<file path="config.mk">
export PLATFORM = sky130hd
export DESIGN_NAME = mem_access_unit_flat
export DESIGN_NICKNAME = d
export VERILOG_FILES = /design/src/rtl/mau_pkg.sv /design/src/rtl/mau_if.sv /design/src/rtl/mau_lane.sv /design/src/rtl/mem_access_unit.sv /design/src/flat_wrapper.sv
export SDC_FILE = /design/constraint.sdc
export NUM_CORES = 1
export LEC_CHECK = 0
export BUFFER_PORTS_ARGS = -buffer_cell sky130_fd_sc_hd__buf_2
export CAP_MARGIN = 0
export CORE_MARGIN = 5
export CORE_UTILIZATION = 45
export CTS_BUF_LIST = sky130_fd_sc_hd__clkbuf_16
export CTS_CLUSTER_DIAMETER = 30
export DETAILED_ROUTE_END_ITERATION = 16
export HOLD_SLACK_MARGIN = 0.02
export PLACE_DENSITY = 0.67
export REMOVE_ABC_BUFFERS = 1
export SYNTH_ARGS = -nofsm -noshare
export SYNTH_HDL_FRONTEND = slang
export SYNTH_SLANG_ARGS = --single-unit
</file>
<file path="constraint.sdc">
create_clock -name clk -period 4.7 [get_ports clk]
set_input_delay 0.47 -clock clk [delete_from_list [all_inputs] [get_ports clk]]
set_output_delay 0.47 -clock clk [all_outputs]
set_load 0.01 [all_outputs]
</file>
<file path="src/rtl/mau_pkg.sv">
// rtl/mau_pkg.sv - shared size/state encodings and alignment rule for the memory access unit
package mau_pkg;

  typedef enum logic [1:0] {
    SZ_BYTE = 2'd0,
    SZ_HALF = 2'd1,
    SZ_WORD = 2'd2,
    SZ_ILL  = 2'd3
  } size_e;

  typedef enum logic [2:0] {
    ST_IDLE  = 3'd0,
    ST_READ  = 3'd1,
    ST_WRITE = 3'd2,
    ST_RESP  = 3'd3,
    ST_ERR   = 3'd4
  } state_e;

  function automatic logic misaligned(size_e sz, logic [1:0] off);
    case (sz)
      SZ_BYTE: return 1'b0;
      SZ_HALF: return off[0];
      SZ_WORD: return off != 2'b00;
      default: return 1'b1;
    endcase
  endfunction

endpackage

</file>
<file path="src/rtl/mau_if.sv">
// rtl/mau_if.sv - CPU request/response bundle and word-wide data-memory bundle
interface mau_cpu_if;
  logic        req;
  logic        we;
  logic [1:0]  size;
  logic        sext;
  logic [31:0] addr;
  logic [31:0] wdata;
  logic        ready;
  logic        done;
  logic        err;
  logic [31:0] rdata;

  modport master (output req, we, size, sext, addr, wdata,
                  input  ready, done, err, rdata);
  modport slave  (input  req, we, size, sext, addr, wdata,
                  output ready, done, err, rdata);
endinterface

interface mau_mem_if #(parameter int ADDR_W = 10);
  logic [ADDR_W-1:0] dm_addr;
  logic [31:0]       dm_din;
  logic              dm_we;
  logic [31:0]       dm_dout;

  modport master (output dm_addr, dm_din, dm_we, input dm_dout);
  modport slave  (input  dm_addr, dm_din, dm_we, output dm_dout);
endinterface

</file>
<file path="src/rtl/mau_lane.sv">
// rtl/mau_lane.sv - little-endian lane extract/extend for loads and lane merge for stores
module mau_lane
  import mau_pkg::*;
(
  input  logic [31:0] word_i,
  input  logic [31:0] wdata_i,
  input  size_e       size_i,
  input  logic        sext_i,
  input  logic [1:0]  off_i,
  output logic [31:0] load_o,
  output logic [31:0] merge_o
);

  logic [7:0]  sel_byte;
  logic [15:0] sel_half;

  always_comb begin
    sel_byte = word_i[{off_i, 3'b000} +: 8];
    sel_half = off_i[1] ? word_i[31:16] : word_i[15:0];
    load_o   = word_i;
    merge_o  = word_i;
    case (size_i)
      SZ_BYTE: begin
        load_o = {{24{sext_i & sel_byte[7]}}, sel_byte};
        merge_o[{off_i, 3'b000} +: 8] = wdata_i[7:0];
      end
      SZ_HALF: begin
        load_o = {{16{sext_i & sel_half[15]}}, sel_half};
        if (off_i[1]) merge_o[31:16] = wdata_i[15:0];
        else          merge_o[15:0]  = wdata_i[15:0];
      end
      SZ_WORD: merge_o = wdata_i;
      default: ;
    endcase
  end

endmodule

</file>
<file path="src/rtl/mem_access_unit.sv">
// rtl/mem_access_unit.sv - load/store sequencer between CPU and a word-wide data memory
module mem_access_unit
  import mau_pkg::*;
#(
  parameter int ADDR_W = 10
) (
  input logic          clk,
  input logic          rst,
  mau_cpu_if.slave     cpu,
  mau_mem_if.master    mem
);

  state_e            state_q;
  logic              we_q;
  size_e             size_q;
  logic              sext_q;
  logic [ADDR_W+1:0] addr_q;
  logic [31:0]       wdata_q;
  logic [31:0]       buf_q;
  logic [31:0]       rdata_q;
  logic              ready_q;
  logic              done_q;
  logic              err_q;
  logic              dm_we_q;

  logic [31:0]       load_d;
  logic [31:0]       merge_d;

  // Lane logic sees the live memory word during READ, so the buffer captures it already merged.
  mau_lane u_lane (
    .word_i  (mem.dm_dout),
    .wdata_i (wdata_q),
    .size_i  (size_q),
    .sext_i  (sext_q),
    .off_i   (addr_q[1:0]),
    .load_o  (load_d),
    .merge_o (merge_d)
  );

  always_ff @(posedge clk or posedge rst) begin
    if (rst) begin
      state_q <= ST_IDLE;
      we_q    <= 1'b0;
      size_q  <= SZ_BYTE;
      sext_q  <= 1'b0;
      addr_q  <= '0;
      wdata_q <= '0;
      buf_q   <= '0;
      rdata_q <= '0;
      ready_q <= 1'b1;
      done_q  <= 1'b0;
      err_q   <= 1'b0;
      dm_we_q <= 1'b0;
    end else begin
      done_q  <= 1'b0;
      err_q   <= 1'b0;
      dm_we_q <= 1'b0;
      case (state_q)
        ST_IDLE: begin
          if (cpu.req) begin
            we_q    <= cpu.we;
            size_q  <= size_e'(cpu.size);
            sext_q  <= cpu.sext;
            addr_q  <= cpu.addr[ADDR_W+1:0];
            wdata_q <= cpu.wdata;
            ready_q <= 1'b0;
            if (misaligned(size_e'(cpu.size), cpu.addr[1:0])) begin
              state_q <= ST_ERR;
              done_q  <= 1'b1;
              err_q   <= 1'b1;
            end else if (cpu.we && size_e'(cpu.size) == SZ_WORD) begin
              buf_q   <= cpu.wdata;
              dm_we_q <= 1'b1;
              done_q  <= 1'b1;
              state_q <= ST_WRITE;
            end else begin
              state_q <= ST_READ;
            end
          end
        end
        ST_READ: begin
          done_q <= 1'b1;
          if (we_q) begin
            buf_q   <= merge_d;
            dm_we_q <= 1'b1;
            state_q <= ST_WRITE;
          end else begin
            buf_q   <= mem.dm_dout;
            rdata_q <= load_d;
            state_q <= ST_RESP;
          end
        end
        default: begin
          state_q <= ST_IDLE;
          ready_q <= 1'b1;
        end
      endcase
    end
  end

  assign cpu.ready   = ready_q;
  assign cpu.done    = done_q;
  assign cpu.err     = err_q;
  assign cpu.rdata   = rdata_q;
  assign mem.dm_addr = addr_q[ADDR_W+1:2];
  assign mem.dm_din  = buf_q;
  assign mem.dm_we   = dm_we_q;

endmodule

</file>
<file path="src/flat_wrapper.sv">
// flat-port wrapper written by rule: the top's interface ports become plain ports
module mem_access_unit_flat import mau_pkg::*;
#(
  parameter int ADDR_W = 10
)
  (clk, rst, cpu_req, cpu_we, cpu_size, cpu_sext, cpu_addr, cpu_wdata, cpu_ready, cpu_done, cpu_err, cpu_rdata, mem_dm_addr, mem_dm_din, mem_dm_we, mem_dm_dout);
  mau_cpu_if cpu_i ();
  mau_mem_if #(.ADDR_W(ADDR_W)) mem_i ();
  input logic clk;
  input logic rst;
  input wire logic [$bits(cpu_i.req)-1:0] cpu_req;
  input wire logic [$bits(cpu_i.we)-1:0] cpu_we;
  input wire logic [$bits(cpu_i.size)-1:0] cpu_size;
  input wire logic [$bits(cpu_i.sext)-1:0] cpu_sext;
  input wire logic [$bits(cpu_i.addr)-1:0] cpu_addr;
  input wire logic [$bits(cpu_i.wdata)-1:0] cpu_wdata;
  output wire logic [$bits(cpu_i.ready)-1:0] cpu_ready;
  output wire logic [$bits(cpu_i.done)-1:0] cpu_done;
  output wire logic [$bits(cpu_i.err)-1:0] cpu_err;
  output wire logic [$bits(cpu_i.rdata)-1:0] cpu_rdata;
  output wire logic [$bits(mem_i.dm_addr)-1:0] mem_dm_addr;
  output wire logic [$bits(mem_i.dm_din)-1:0] mem_dm_din;
  output wire logic [$bits(mem_i.dm_we)-1:0] mem_dm_we;
  input wire logic [$bits(mem_i.dm_dout)-1:0] mem_dm_dout;
  assign cpu_i.req = cpu_req;
  assign cpu_i.we = cpu_we;
  assign cpu_i.size = cpu_size;
  assign cpu_i.sext = cpu_sext;
  assign cpu_i.addr = cpu_addr;
  assign cpu_i.wdata = cpu_wdata;
  assign cpu_ready = cpu_i.ready;
  assign cpu_done = cpu_i.done;
  assign cpu_err = cpu_i.err;
  assign cpu_rdata = cpu_i.rdata;
  assign mem_dm_addr = mem_i.dm_addr;
  assign mem_dm_din = mem_i.dm_din;
  assign mem_dm_we = mem_i.dm_we;
  assign mem_i.dm_dout = mem_dm_dout;
  mem_access_unit #(.ADDR_W(ADDR_W)) u_core (.clk(clk), .rst(rst), .cpu(cpu_i), .mem(mem_i));
endmodule
</file>
### Word-level counts from Yosys, hierarchy flattened

Index checks and enable logic that the tools add are counted.

* bits of input ports: 103
* output and inout bits: 78
* logic and storage cells: 70
* flip-flop bits (word level): 119

* shifts and indexed selects: 3
* reductions and logical operators: 10
* mux-type cells: 32
* bitwise operators: 4
* equal/unequal tests: 8
* add/subtract/negate cells: 1

Operator list (number)
* two-way mux 32 bit: 4
* one-hot mux 32 bit (2 select lines): 2
* one-hot mux 32 bit (3 select lines): 1
* two-way mux 16 bit: 3
* bitwise mux 32 bit: 1
* variable shift 8 x 7 -> 32 bit (first input constant): 1
* variable part select 32 x 6 -> 8 bit: 1
* variable part select 8 x 7 -> 32 bit: 1
* two-way mux 1 bit: 13
* negation 5 -> 7 bit: 1
* two-way mux 3 bit: 2
* one-hot mux 1 bit (2 select lines): 3
* one-hot mux 3 bit (2 select lines): 1
* AND reduction 2 bit: 3
* equality test 2 x 1 -> 1 bit (second input constant): 2
* equality test 2 bit (second input constant): 2
* zero test 2 bit: 2
* != test 2 bit (second input constant): 2
* AND reduction 4 bit: 1
* nonzero test 2 bit: 2
* equality test 3 x 1 -> 1 bit (second input constant): 1
* zero test 3 bit: 1
* one-hot mux 1 bit (3 select lines): 1
* AND 1 bit: 2
* 4 further kinds: 5

### Depth between registers and ports, before layout

Gate-level depths: netlist (run 1).

* depth after elaboration: 7
* depth in mapped cells: 9
* depth with buffers taken out: 6

### Cells and area by module

A second synthesis (run 1) with hierarchy kept.

* cells, all modules: 710
* area total of the unflattened synthesis: 7455.9 um^2

By module, submodules not included
* mem_access_unit: times used 1, area an instance 5320.1 um^2, seq. area each 2979.1 um^2, cells an instance 429
* mau_lane: times used 1, area an instance 2135.8 um^2, seq. area each 0.0 um^2, cells an instance 281

### Worst setup path before layout (run 1)

OpenSTA, ideal clock, no wires.

* path type: reg2reg
* from: reg u_core.addr_q[0]
* to: reg u_core.buf_q[24] (netlist: u_core.mem.dm_din[24])
* buffers on the path: 2
* setup slack: 2.745 ns
* arrival: 1.872 ns
* data required time: 4.618 ns
* cell stages (with the launch flop): 9
* period minus slack after synthesis: 1.955 ns
* cell sequence: dfrtp_1 buf_4 inv_1 ha_1 or4bb_1 buf_2 o22ai_1 o21ai_0 o22ai_1

* word-level cells in the longest chain between the ends: 6

Ends and longest elaborated chain
* start: declaration: RTL line mem_access_unit.sv:17 `logic [ADDR_W+1:0] addr_q;`
* start signal: assignment: RTL line mem_access_unit.sv:64 `addr_q <= cpu.addr[ADDR_W+1:0];`
* negation 5 -> 7 bit (*): RTL line mau_lane.sv:25 `merge_o[{off_i, 3'b000} +: 8] = wdata_i[7:0];`
* variable part select 8 x 7 -> 32 bit / variable shift 8 x 7 -> 32 bit (equally long branches): RTL line mau_lane.sv:25
* bitwise mux 32 bit (*): RTL line mau_lane.sv:25
* one-hot mux 32 bit (3 select lines) (*): RTL line mau_lane.sv:22 `case (size_i)`
* two-way mux 32 bit (*): RTL line mem_access_unit.sv:83 `if (we_q) begin`
* one-hot mux 32 bit (2 select lines) (*): RTL line mem_access_unit.sv:58 `case (state_q)`
* end signal: assignment: RTL line mem_access_unit.sv:72 `buf_q <= cpu.wdata;`
* end signal: assignment: RTL line mem_access_unit.sv:84 `buf_q <= merge_d;`
* end signal: assignment: RTL line mem_access_unit.sv:88 `buf_q <= mem.dm_dout;`
* end: declaration: RTL line mem_access_unit.sv:19 `logic [31:0] buf_q;`

Every way passes the cells marked *; elsewhere a longest branch is shown, timed or not.
A chain may end at the register's enable or synchronous reset.

### Worst setup path after layout (run 1)

* from: reg u_core.addr_q[1]
* to: reg u_core.rdata_q[29] (netlist: u_core.cpu.rdata[29])

* word-level cells in the longest chain between the ends: 3

Ends and longest elaborated chain
* variable part select 32 x 6 -> 8 bit / two-way mux 16 bit (equally long branches): RTL line mau_lane.sv:18, mau_lane.sv:19
* AND 1 bit (on tied branches): RTL line mau_lane.sv:24, mau_lane.sv:28
* one-hot mux 32 bit (2 select lines) (*): RTL line mau_lane.sv:22
* end signal: assignment: RTL line mem_access_unit.sv:89 `rdata_q <= load_d;`
* end: declaration: RTL line mem_access_unit.sv:20 `logic [31:0] rdata_q;`

Marked as above.

==> results.md, run 1 <==
- Post-cts sizing count: 0
- Slew at the pin closest to its max-slew limit: 0.9913 ns
- Number of antenna violations at the first check in global routing: 1
- Effective utilization at floorplan: 46.08%
- Fin. max-slew vios: 0
- Final non-filler cell total: 978
- Clock Tree Root: sky130_fd_sc_hd__clkbuf_16
- Overall fraction of global-route tracks in use: 23.93%
- CTS H-tree lvls: 4
- Largest family of logic cells by synthesized area: compound AO/OA/AOI/OAI gates
- Clock tree buffer depth: 2
- Data required time of the worst path: 4.94 ns
- Synth Area in Compound Gates: 19.04%
- Most used standard cell by instance count after synthesis: sky130_fd_sc_hd__dfrtp_1
- Netlist Area Pre-Place: 6748 um^2
- Number of clock buffers inserted by TritonCTS: 17
- Final hold vios: 0
- Share of synthesized area occupied by flip-flops and latches: 44.15%
- Clk pin slew, worst setup/hold paths: 0.06 ns
- Quantity of I/O buffers inserted on ports: 160
- Wire length of the first global-routing pass: 33690 um
- Final sum of negative setup slack: 0 ns
- Warning count from the yosys run: 0
- Total stage count of the critical path: 5
- Fin crit period: 2.804 ns
- Min-delay worst type: in -> async
- Post-synthesis share of cell area spent on full adders, half adders and majority gates: 0.9271%
- Placement-stage worst setup slack: 1.978 ns
- Async S/R FF share, synth: 100.0%
- Setup repair after global routing missed its margin: no
- Setup Crit Path Kind: reg -> reg
- Pin count of the biggest net entering global routing: 74
- Endpoint kind of the worst setup timing path: register
- Leading area contributor after synthesis: sky130_fd_sc_hd__dfrtp_1
- Overall die area: 17540 um^2
- Final routed DRC violation total: 0
- Leading cell types by total area after synthesis: sky130_fd_sc_hd__dfrtp_1 (44%), sky130_fd_sc_hd__mux2_2 (8.7%), sky130_fd_sc_hd__mux2i_1 (6.1%), sky130_fd_sc_hd__o22ai_1 (4.5%), sky130_fd_sc_hd__o21ai_0 (3.1%)
- Final Skew: 0.006947 ns
- Number of maximum-capacitance violations: 0
- Average routed wire per standard cell: 21.69 um
- Relative area change from synthesis to final layout: 19.12%
- Gate Count Post-Synth: 659
- Chip Height: 132.5 um
- Maximum fanout along the worst path: 45
- Number of nets still failing antenna checks after routing: 0
- Detailed router's first-iteration violation count: 638
- Antenna cells: 0
- Worst VDD drop: 0.0003196 V
- Count of flip-flops with a built-in enable after synthesis: 0
- Bufs and invs on worst path: 1
- Core footprint: 14640 um^2
- Area share of the leading cell type in the synthesized netlist: 43.76%
- Maximum clock frequency: 356.6 MHz
- Sum of net half-perimeters after detailed placement: 14240 um
- Number of hold-repair buffers added at the cts stage: 0
- Remaining global-route overflow: 0
- Buffers inserted during post-CTS setup optimization: 0
- Placed Instances: 948
- Library cell contributing the largest single delay on the critical path: sky130_fd_sc_hd__o211ai_2
- Synthesized area per cell: 10.24 um^2
- Number of synthesized register bits: 119
- Die width: 132.5 um
- Vias in the first global route: 6291
- Crit path launch type: register
- Post-route setup slack: 1.896 ns
- Vias/cell: 6.122
- Critical path's top delay family: compound AO/OA/AOI/OAI gates
- Final setup viols: 0
- Number of vias in the routed layout: 5987
- Leading post-synthesis cells by instance count: sky130_fd_sc_hd__dfrtp_1 (118), sky130_fd_sc_hd__mux2_2 (52), sky130_fd_sc_hd__o22ai_1 (49)
- Clock insertion delay at the later pin of the skew report: 0.41 ns
- Total length of routed wires: 21220 um
- Netlist cell types: 62
- Simple-gate share of the synthesized area: 14.02%
- Num ports: 181
- Leakage power total: 3.813 nW
- # nets final: 891
- DRT Pass-1 Iters: 7
- TritonCTS clock tree: built
- Num rows: 44
- Crit share post-route: 59.67%
- Slowest Stage Delay on Critical Path: 0.82 ns
- Data arrival, critical path: 3.04 ns
- Synth Area in XOR/XNOR: 0%
- Worst slew slack as a fraction of its limit: 33.72%
- Clock sink count: 119
- Worst reg2reg path depth: 5
- Synth Flop Type: sky130_fd_sc_hd__dfrtp_1
- Filler Cell Count: 1280
- Power per Cell Area: 763.5 nW/um^2
- Fraction of final layout cells with drive strength greater than 1: 34.13%
- Placer Congestion: 0.8552
- Ordered list of cells on the worst path: buf_4, mux2i_1, nor3_1, o211ai_2, nand3_1
- Fraction of synthesized area in multiplexers: 15.59%
- Run status: complete, no violations
## flip-flops by register name (all words and copies together) (netlist names)
| signal | count |
|---|---|
| u_core.cpu.rdata | 32 |
| u_core.mem.dm_din | 32 |
| u_core.wdata_q | 32 |
| u_core.addr_q | 12 |
| u_core.state_q | 3 |
| u_core.size_q | 2 |
| u_core.cpu.done | 1 |
| u_core.cpu.err | 1 |
| u_core.cpu.ready | 1 |
| u_core.mem.dm_we | 1 |
| u_core.sext_q | 1 |
| u_core.we_q | 1 |
## placed cells by master, fill, tap and decap left out, types with 2 or more instances in the layout
master and instances:
sky130_fd_sc_hd__buf_2 160, sky130_fd_sc_hd__dfrtp_1 116, sky130_fd_sc_hd__mux2_2 52, sky130_fd_sc_hd__o22ai_1 49
sky130_fd_sc_hd__nand2_1 43, sky130_fd_sc_hd__o21ai_0 42, sky130_fd_sc_hd__mux2i_1 41, sky130_fd_sc_hd__nand3_1 40
sky130_fd_sc_hd__a21oi_1 32, sky130_fd_sc_hd__clkbuf_16 17, sky130_fd_sc_hd__nor2_1 16, sky130_fd_sc_hd__a31oi_1 14
sky130_fd_sc_hd__nor3_1 13, sky130_fd_sc_hd__buf_4 13, sky130_fd_sc_hd__nand2b_1 12, sky130_fd_sc_hd__nand3b_1 9
sky130_fd_sc_hd__o211a_1 8, sky130_fd_sc_hd__nor3b_1 8, sky130_fd_sc_hd__a22oi_1 8, sky130_fd_sc_hd__a32oi_1 6
sky130_fd_sc_hd__o2111a_1 6, sky130_fd_sc_hd__or4b_1 6, sky130_fd_sc_hd__or3_1 6, sky130_fd_sc_hd__o221a_2 6
sky130_fd_sc_hd__clkinv_2 6, sky130_fd_sc_hd__inv_1 5, sky130_fd_sc_hd__mux2_1 5, sky130_fd_sc_hd__ha_1 5
sky130_fd_sc_hd__nor2b_1 4, sky130_fd_sc_hd__a21o_1 3, sky130_fd_sc_hd__o21ai_1 3, sky130_fd_sc_hd__a311oi_1 2
sky130_fd_sc_hd__bufinv_16 2, sky130_fd_sc_hd__dfrtp_2 2
## cells by family (layout without fill, tap and decap cells)
kind of cell	Yosys count	count (layout)
AO/OA/AOI/OAI	194	194
AND/OR/NAND/NOR	170	170
flip-flops	119	119
multiplexers	98	98
buffers and inverters	73	208
adder cells (fa/ha/maj)	5	5
## metrics by stage
step,instance area [um^2],power [W],hold WS [ns],utilization (%)
floorplan,6344,0.003795,0.4812,-
detailed placement,7495,0.004879,0.4759,51.18
CTS,8038,0.006125,0.2587,54.89
finish,8038,0.006137,0.2599,54.89
global route,8038,0.006515,0.2682,54.89
global placement,7495,0.004789,0.4636,51.18
## power by group
group / switching [W] / internal, W / leakage (nW)
sequential: 0.000537 / 0.00154 / 1.43
clock: 0.000455 / 0.000760 / 0.278
combinational: 0.00162 / 0.00123 / 2.11
## final timing paths
path / startpoint / slack, ns / endpoint
max: u_core.addr_q[1] / 1.90 / u_core.cpu.rdata[29]
min: rst / 0.26 / u_core.wdata_q[15]
max reg2reg: u_core.addr_q[1] / 1.90 / u_core.cpu.rdata[29]
min reg2reg: u_core.addr_q[4] / 0.49 / u_core.addr_q[4]
max in group asynchronous: rst / 3.27 / u_core.size_q[1]
min in group clk: cpu_addr[4] / 0.27 / u_core.addr_q[4]
## layout make-up
| cell class | count | area, um^2 | area share (%) |
|---|---|---|---|
| Clock buffer | 17 | 425.4 | 5.293 |
| Clock inverter | 13 | 117.6 | 1.463 |
| Inverter | 5 | 21.27 | 0.2646 |
| Multi-Input combinational cell | 467 | 3363 | 41.84 |
| Sequential cell | 119 | 2982 | 37.10 |
| Tap cell | 184 | 230.2 | 2.864 |
| Timing Repair Buffer | 173 | 898.4 | 11.18 |
## routing by layer
metal  vias to the layer above  GRT usage, %  wire length (um)
li1                       2728             -                 -
met1                      2898         30.34              8739
met2                       309         38.03             10090
met3                        50         7.517              1854
met4                         2         9.988               514
met5                         -             0                13
Note: power is estimated with default switching activity, not from simulation.
==> inputs of run 2 (changes only) <==
Settings changed: PLACE_DENSITY 0.67 to 0.7.
Clock period 4.7 ns to 2.5 ns, I/O delays scaled along.
==> results.md, run 2 (synthesis gave the netlist of run 1 again) <==
- Effective utilization at floorplan: 46.08% (unchanged)
- Placer Congestion: 0.9267 (+8.4%)
- Final hold vios: 0 (unchanged)
- Vias in the first global route: 6508 (+3.4%)
- Final non-filler cell total: 996 (+1.8%)
- Maximum clock frequency: 476.6 MHz (+34%)
- Total length of routed wires: 21090 um (-0.62%)
- Chip Height: 132.5 um (unchanged)
- Crit share post-route: 83.93% (+24 points)
- Clock Tree Root: sky130_fd_sc_hd__clkbuf_16
- Switching portion of total power: 41.66% (-0.85 points)
- Detailed router's first-iteration violation count: 655 (+2.7%)
- Overall fraction of global-route tracks in use: 24.18% (+0.25 points)
- Combinational Power Share: 49.5% (+3.1 points)
- Post-cts sizing count: 0 (unchanged)
- Quantity of I/O buffers inserted on ports: 160 (unchanged)
- Power per Cell Area: 1420 nW/um^2 (+86%)
- Worst slew slack as a fraction of its limit: 46.19% (+12 points)
- Num ports: 181 (unchanged)
- # nets final: 909 (+2.0%)
- Num rows: 44 (unchanged)
- Final setup viols: 0 (unchanged)
- HP Start: cpu_addr[4]
- Fin. max-slew vios: 0 (unchanged)
- Buffers inserted during post-CTS setup optimization: 0 (unchanged)
- Fin crit period: 2.098 ns (-0.7061 ns)
- Clk pin slew, worst setup/hold paths: 0.05 ns (about the same)
- Pin count of the biggest net entering global routing: 71 (-4.1%)
- Final Skew: 0.007330 ns (+0.0003835 ns)
- Vias/cell: 6.158 (+0.59%)
- Final routed DRC violation total: 0 (unchanged)
- Die width: 132.5 um (unchanged)
- Remaining global-route overflow: 0 (unchanged)
- Worst VDD drop: 0.0006315 V (+98%)
- Leakage power total: 3.918 nW (+2.8%)
- Antenna cells: 0 (unchanged)
- Sum of net half-perimeters after detailed placement: 14790 um (+3.9%)
- Number of antenna violations at the first check in global routing: 2 (+1)
- Most common cell after layout, fill and taps aside: sky130_fd_sc_hd__buf_2
- CTS H-tree lvls: 4 (unchanged)
- Placed cell area: 7685 um^2 (+2.5%)
- Final sum of negative setup slack: 0 ns (unchanged)
- Setup Crit Path Kind: reg -> reg
- Fraction of final layout cells with drive strength greater than 1: 34.61% (+0.47 points)
- Commonest non-fill, non-tap cells in the layout: sky130_fd_sc_hd__buf_2 (160), sky130_fd_sc_hd__dfrtp_1 (116), sky130_fd_sc_hd__mux2_2 (52)
- CP Launch Point: u_core.addr_q[1]
- Clock network fraction of design power: 19.1% (-0.7 points)
- Run status: complete, no violations
- Number of maximum-capacitance violations: 0 (unchanged)
- Endpoint kind of the worst setup timing path: register
- Core footprint: 14640 um^2 (unchanged)
- Number of clock buffers inserted by TritonCTS: 17 (unchanged)
- Relative area change from synthesis to final layout: 21.86%
- Min-delay worst type: in -> reg
- Internal Power: 0.006814 W (+93%)
- Number of nets still failing antenna checks after routing: 0 (unchanged)
- Placed Instances: 965 (+1.8%)
- Net switching power figure: 0.004866 W (+87%)
- Data arrival, critical path: 2.44 ns (-0.60 ns)
- Setup repair after global routing missed its margin: no
- Maximum fanout along the worst path: 18 (-60%)
- Number of vias in the routed layout: 6133 (+2.4%)
- Tot Pwr: 0.01168 W (+90%)
- Wire length of the first global-routing pass: 34210 um (+1.5%)
- Crit path launch type: register
- DRT Pass-1 Iters: 5 (-2)
- Critical register-to-register path startpoint: u_core.addr_q[1]
- TritonCTS clock tree: built
- Clock insertion delay at the later pin of the skew report: 0.42 ns (about the same)
- Clock sink count: 119 (unchanged)
- Final non-filler cell area: 8223 um^2 (+2.3%)
- Data required time of the worst path: 2.84 ns (-2.10 ns)
- Slew at the pin closest to its max-slew limit: 0.8036 ns (-0.1877 ns)
- Clock tree buffer depth: 2 (unchanged)
- Sequential cell fraction of total power: 31.4% (-2.4 points)
- Final core utilization: 56.15% (+1.3 points)
- Overall die area: 17540 um^2 (unchanged)
- Average routed wire per standard cell: 21.17 um (-2.4%)
==> run 2: cell types whose count changed in the layout (fill, tap and decap cells not counted), moves of 3 or more <==
cell / change
sky130_fd_sc_hd__clkinv_2: -5
sky130_fd_sc_hd__clkinv_1: +4
sky130_fd_sc_hd__buf_4: +12
sky130_fd_sc_hd__buf_12: +5
sky130_fd_sc_hd__inv_1: +3
==> run 2: worst max-delay path, cell delays in order, from the launching register on <==
cell and delay (ns):
sky130_fd_sc_hd__dfrtp_2 0.35, sky130_fd_sc_hd__buf_4 0.24, sky130_fd_sc_hd__ha_1 0.23, sky130_fd_sc_hd__or4bb_1 0.67, sky130_fd_sc_hd__o22ai_1 0.28, sky130_fd_sc_hd__o21ai_0 0.11, sky130_fd_sc_hd__o22ai_1 0.14
==> run 2: timing repair <==
| action | 4_1_cts | 5_1_grt |
|---|---|---|
| endpoints found under the hold margin | 29 | 0 |
| hold buffers | 1 | 0 |
| setup endpoints to repair | 0 | 0 |
==> run 2: stage by stage <==
| step | hold WS, ns | worst slack [ns] |
|---|---|---|
| after floorplan | 0.3848 | -1.196 |
| final | 0.04249 | 0.4017 |
| after global placement | 0.2765 | 0.4581 |
| after CTS | 0.03071 | 0.4237 |
| after global routing | 0.04636 | 0.2982 |
| after detailed placement | 0.2875 | 0.4464 |
==> run 2: layout make-up <==
type | instances | area, um^2
Inverter | 5 | 21.27
Timing Repair Buffer | 191 | 1099
Fill cell | 1295 | 6421
Multi-Input combinational cell | 467 | 3363
Sequential cell | 119 | 2982
Clock inverter | 13 | 102.6
Tap cell | 184 | 230.2
Clock buffer | 17 | 425.4
==> run 2: worst paths after layout <==
path	slack [ns]	depth (start not counted)	end
max in group asynchronous	1.40	4	u_core.wdata_q[8]
min in group asynchronous	0.38	3	u_core.addr_q[3]
setup / recovery	0.40	6	u_core.mem.dm_din[30]
hold / removal	0.04	2	u_core.addr_q[4]
hold reg to reg	0.48	1	u_core.addr_q[4]
setup reg to reg	0.40	6	u_core.mem.dm_din[30]
==> run 2: per-layer routing <==
metal	global-route usage (%)	vias up	wire length [um]
met4	11.43	4	657
met1	29.05	2965	8401
li1	-	2775	-
met2	40.39	326	10210
met3	6.606	63	1801
met5	0	-	14
==> run 2: power groups by stage <==
| stage | combinational, W | clock (W) | sequential [W] |
|---|---|---|---|
| 6_report | 0.00579 | 0.00223 | 0.00367 |
| 3_5_place_dp | 0.00574 | 0 | 0.00367 |
| 4_1_cts | 0.00577 | 0.00225 | 0.00365 |
| 3_3_place_gp | 0.00559 | 0 | 0.00361 |
| 2_1_floorplan | 0.00310 | 0 | 0.00403 |
| 5_1_grt | 0.00632 | 0.00234 | 0.00378 |
